`config.mk`:
```
export PLATFORM = sky130hd
export DESIGN_NAME = noc_output_buffer
export DESIGN_NICKNAME = d
export VERILOG_FILES = /design/src/rtl/noc_output_buffer.sv
export SDC_FILE = /design/constraint.sdc
export NUM_CORES = 1
export LEC_CHECK = 0
export ABC_CLOCK_PERIOD_IN_PS = 2600
export BUFFER_PORTS_ARGS = -buffer_cell sky130_fd_sc_hd__clkbuf_2
export CAP_MARGIN = 20
export CORE_MARGIN = 2
export CORE_UTILIZATION = 55
export DETAILED_ROUTE_END_ITERATION = 6
export MAX_ROUTING_LAYER = met4
export PLACE_DENSITY = 0.74
export SLEW_MARGIN = 20
export SYNTH_ARGS = -nofsm -noshare
export SYNTH_HDL_FRONTEND = slang
export SYNTH_SLANG_ARGS = --single-unit
export TNS_END_PERCENT = 20
```
`constraint.sdc`:
```
create_clock -name clk -period 2.6 [get_ports clk]
set_input_delay 0.13 -clock clk [delete_from_list [all_inputs] [get_ports clk]]
set_output_delay 0.13 -clock clk [all_outputs]
set_load 0.05 [all_outputs]
```
`src/rtl/noc_output_buffer.sv`:
```
// noc_output_buffer: per-output-port first-word-fall-through flit buffer that sits
// between one crossbar output lane and the outgoing link.
module noc_output_buffer #(
    parameter int ADDR_WIDTH = 4,
    parameter int DATA_WIDTH = 8,
    parameter int DEPTH      = 4,
    parameter int CNT_WIDTH  = $clog2(DEPTH) + 1
) (
    input  logic                           clk,
    input  logic                           rst,
    input  logic                           FIFO_ENQ,
    input  logic [ADDR_WIDTH+DATA_WIDTH-1:0] FIFO_IN,
    output logic                           FIFO_FULL,
    output logic                           OUT_VALID,
    output logic [ADDR_WIDTH-1:0]          OUT_ADDR,
    output logic [DATA_WIDTH-1:0]          OUT_DATA,
    input  logic                           OUT_READY,
    output logic [CNT_WIDTH-1:0]           COUNT,
    output logic                           OVERFLOW
);

    localparam int PTR_WIDTH  = $clog2(DEPTH);
    localparam int FLIT_WIDTH = ADDR_WIDTH + DATA_WIDTH;

    logic [FLIT_WIDTH-1:0] mem_q [DEPTH];
    logic [PTR_WIDTH-1:0]  wptr_q, wptr_d;
    logic [PTR_WIDTH-1:0]  rptr_q, rptr_d;
    logic [CNT_WIDTH-1:0]  count_q, count_d;
    logic                  overflow_q, overflow_d;
    logic                  enq_ok, deq_ok;
    logic [FLIT_WIDTH-1:0] head;

    // Status is decoded only from registered state, never from the inputs.
    assign FIFO_FULL = (count_q == CNT_WIDTH'(DEPTH));
    assign OUT_VALID = (count_q != '0);
    assign COUNT     = count_q;
    assign OVERFLOW  = overflow_q;
    assign head      = mem_q[rptr_q];
    assign OUT_ADDR  = head[FLIT_WIDTH-1 -: ADDR_WIDTH];
    assign OUT_DATA  = head[DATA_WIDTH-1:0];

    assign enq_ok = FIFO_ENQ & ~FIFO_FULL;
    assign deq_ok = OUT_VALID & OUT_READY;

    always_comb begin
        // NOTE: every always_comb output gets a default first so no path infers a latch.
        wptr_d     = wptr_q;
        rptr_d     = rptr_q;
        count_d    = count_q;
        overflow_d = overflow_q | (FIFO_ENQ & FIFO_FULL);
        if (enq_ok) wptr_d = wptr_q + PTR_WIDTH'(1);
        if (deq_ok) rptr_d = rptr_q + PTR_WIDTH'(1);
        if (enq_ok && !deq_ok) count_d = count_q + CNT_WIDTH'(1);
        if (deq_ok && !enq_ok) count_d = count_q - CNT_WIDTH'(1);
    end

    // NOTE: sequential state uses non-blocking assignments so all flops update together.
    always_ff @(posedge clk or posedge rst) begin
        if (rst) begin
            wptr_q     <= '0;
            rptr_q     <= '0;
            count_q    <= '0;
            overflow_q <= 1'b0;
        end else begin
            wptr_q     <= wptr_d;
            rptr_q     <= rptr_d;
            count_q    <= count_d;
            overflow_q <= overflow_d;
        end
    end

    // NOTE: the storage array has no reset; an entry is only observable after it is written.
    always_ff @(posedge clk) begin
        if (enq_ok) mem_q[wptr_q] <= FIFO_IN;
    end

endmodule
```
==> impl_metrics.env <==
export IMPL_status="finished clean"
export IMPL_wl_met1_mm=1.36
export IMPL_synth_seq_cells=56
export IMPL_crit_fanout=10
export IMPL_syn_area_mm2=0.00225
export IMPL_num_antenna_cells=0
export IMPL_clk_pin_slew_ps=90
export IMPL_crit_chain="buf_4, mux4_2, clkbuf_2"
export IMPL_slew_headroom=0.610
export IMPL_antenna_found_initial=0
export IMPL_synth_top_area_frac=0.642
export IMPL_avgSynthCellArea_um2=21.8
export IMPL_synth_main_ff_cell="edfxtp_1"
export IMPL_setup_viol=0
export IMPL_critical_path_class="reg2out"
export IMPL_track_usage=0.170
export IMPL_utilization=0.641
export IMPL_grt_start_max_net_pins=18
export IMPL_rsz0062_at_grt="false"
export IMPL_cp_required_ps=2470
export IMPL_dieHeight_um=67.9
export IMPL_grt_pass1_vias=1034
export IMPL_cts_sinks=56
export IMPL_dp_slack_ps=553
export IMPL_start_util=0.566
export IMPL_die_area_mm2=0.00461
export IMPL_grt_overflow=0
export IMPL_critPathLaunchType="flip-flop"
export IMPL_yosys_warnings=0
export IMPL_fin_hold_ws_ps=43.1
export IMPL_synth_nets=125
export IMPL_vias_per_cell=5.37
export IMPL_clock_skew_ps=7.48
export IMPL_core_area_mm2=0.00397
export IMPL_cts_setup_buffers=0
export IMPL_fmax_ghz=0.460
export IMPL_top_layer_used="met4"
export IMPL_io_pins=34
export IMPL_cts_buffers=5
export IMPL_grt_pass1_wl_mm=5.10
export IMPL_fin_setup_tns_ps=0
export IMPL_areaGrowthSynthToFinish_pct=13.3
export IMPL_max_stage_delay_ps=710
export IMPL_io_buffers=33
export IMPL_rows=23
export IMPL_min_period_ps=2170
export IMPL_cp_data_arrival_time_ps=2040
export IMPL_gp_congestion=0.804
export IMPL_ctsResizeCount=0
export IMPL_multi_input_area_um2=542
export IMPL_synth_most_common_cell="edfxtp_1"
export IMPL_hold_path_class="in2reg"
export IMPL_drt_first_pass_iters=4
export IMPL_vias=1037
export IMPL_wl_met3_um=133
export IMPL_drv_slew=0
export IMPL_drv_cap=0
export IMPL_yosys_top_cells_area="edfxtp_1, dfrtp_1, mux4_2"
export IMPL_hpwl_mm=2.22
export IMPL_wl_met2_mm=1.74
export IMPL_cp_top_family="flip-flops"
export IMPL_fin_ws_ps=427
export IMPL_drtIter0Drc=58
export IMPL_cts_root_buf="clkbuf_8"
export IMPL_drcViolationCount=0
export IMPL_fillerInstances=273
export IMPL_worstSkewPairLatency_ps=300
export IMPL_die_x_um=67.9
export IMPL_yosysSeqAreaShare=0.731
export IMPL_yosys_top_cells_count="edfxtp_1, dfrtp_1, mux4_2"
export IMPL_cp_buffers_inverters=2
export IMPL_yosysUniqueCellTypes=22
export IMPL_layout_nets=164
export IMPL_tightestPinTransition_ps=585
export IMPL_totalWireLength_mm=3.30
export IMPL_antenna_left=0
export IMPL_post_drt_wl_per_cell_um=17.1
export IMPL_cts_max_path_buffers=2
export IMPL_worstSetupEndpointType="primary output"
export IMPL_regArea_mm2=0.00164
export IMPL_synth_top_area_cell="edfxtp_1"
export IMPL_slowest_stage="dfrtp_1"
export IMPL_layout_drive_gt1_share=0.413
export IMPL_synth_async_sr_flop_share=0.143
export IMPL_synth_cells=103
export IMPL_htree_levels=2
export IMPL_finalCritPeriodShare=0.836
export IMPL_cts_tree="built"
export IMPL_synth_edf_count=48
export IMPL_hold_violations=0
==> timing repair <==
item / CTS / global route
hold buffers: 1 / 0
endpoints found under the setup margin: 0 / 0
endpoints found under the hold margin: 8 / 0
==> logic make-up after synthesis <==
| logic type | Yosys count | share of synthesized area |
|---|---|---|
| muxes | 14 | 0.138 |
| buffers and inverters | 10 | 0.0279 |
| xor gates and xnor gates | 6 | 0.0234 |
| AOI/OAI and AO/OA | 2 | 0.00836 |
| DFF | 56 | 0.731 |
| adders and majority gates | 6 | 0.0368 |
| and+or+nand+nor | 9 | 0.0345 |
==> final timing paths <==
path | start | to | slack [ps] | cells past startpoint
setup reg to reg | COUNT[0] | COUNT[2] | 570 | 9
hold / removal | FIFO_IN[3] | mem_q[3][3] | 40 | 1
hold reg to reg | OVERFLOW | OVERFLOW | 470 | 1
min in group asynchronous | rst | wptr_q[1] | 310 | 3
setup / recovery | rptr_q[0] | OUT_ADDR[0] | 430 | 3
max in group asynchronous | rst | COUNT[0] | 2040 | 3
==> registers in the layout (all words and copies together) (netlist names) <==
signal	flops
wptr_q	2
COUNT	3
mem_q	48
rptr_q	2
OVERFLOW	1
==> through the flow <==
step           instances  cell area (um2)
2_1_floorplan        103             2250
6_report             193             2540
3_5_place_dp         184             2440
5_1_grt              193             2540
3_3_place_gp         184             2440
4_1_cts              193             2540
==> metal layers <==
metal	vias up	track usage
met5	-	-
met2	28	0.288
met1	520	0.189
li1	481	-
met4	0	0.0800
met3	8	0.0444
==> layout make-up <==
type | instances | area share
inverters | 7 | 0.0103
flip-flops and latches | 56 | 0.645
well taps | 50 | 0.0246
clock buffers | 6 | 0.0285
clock inverters | 2 | 0.00639
multi-input cells | 37 | 0.213
repair buffers | 35 | 0.0718
==> layout by cell type, fill, tap and decap left out, types with 3 or more instances in the layout <==
cell      Yosys  routed
ha_1          5       5
clkbuf_8      0       5
xor2_1        3       3
mux4_1        4       4
clkbuf_2      0      33
xnor2_1       3       3
and2_2        4       4
mux4_2        8       8
inv_1         7       7
dfrtp_1       8       8
edfxtp_1     48      48
Power is left out: the tool's default activity adds up to more than one toggle a clock period on the data nets, which glitch-free logic cannot reach.
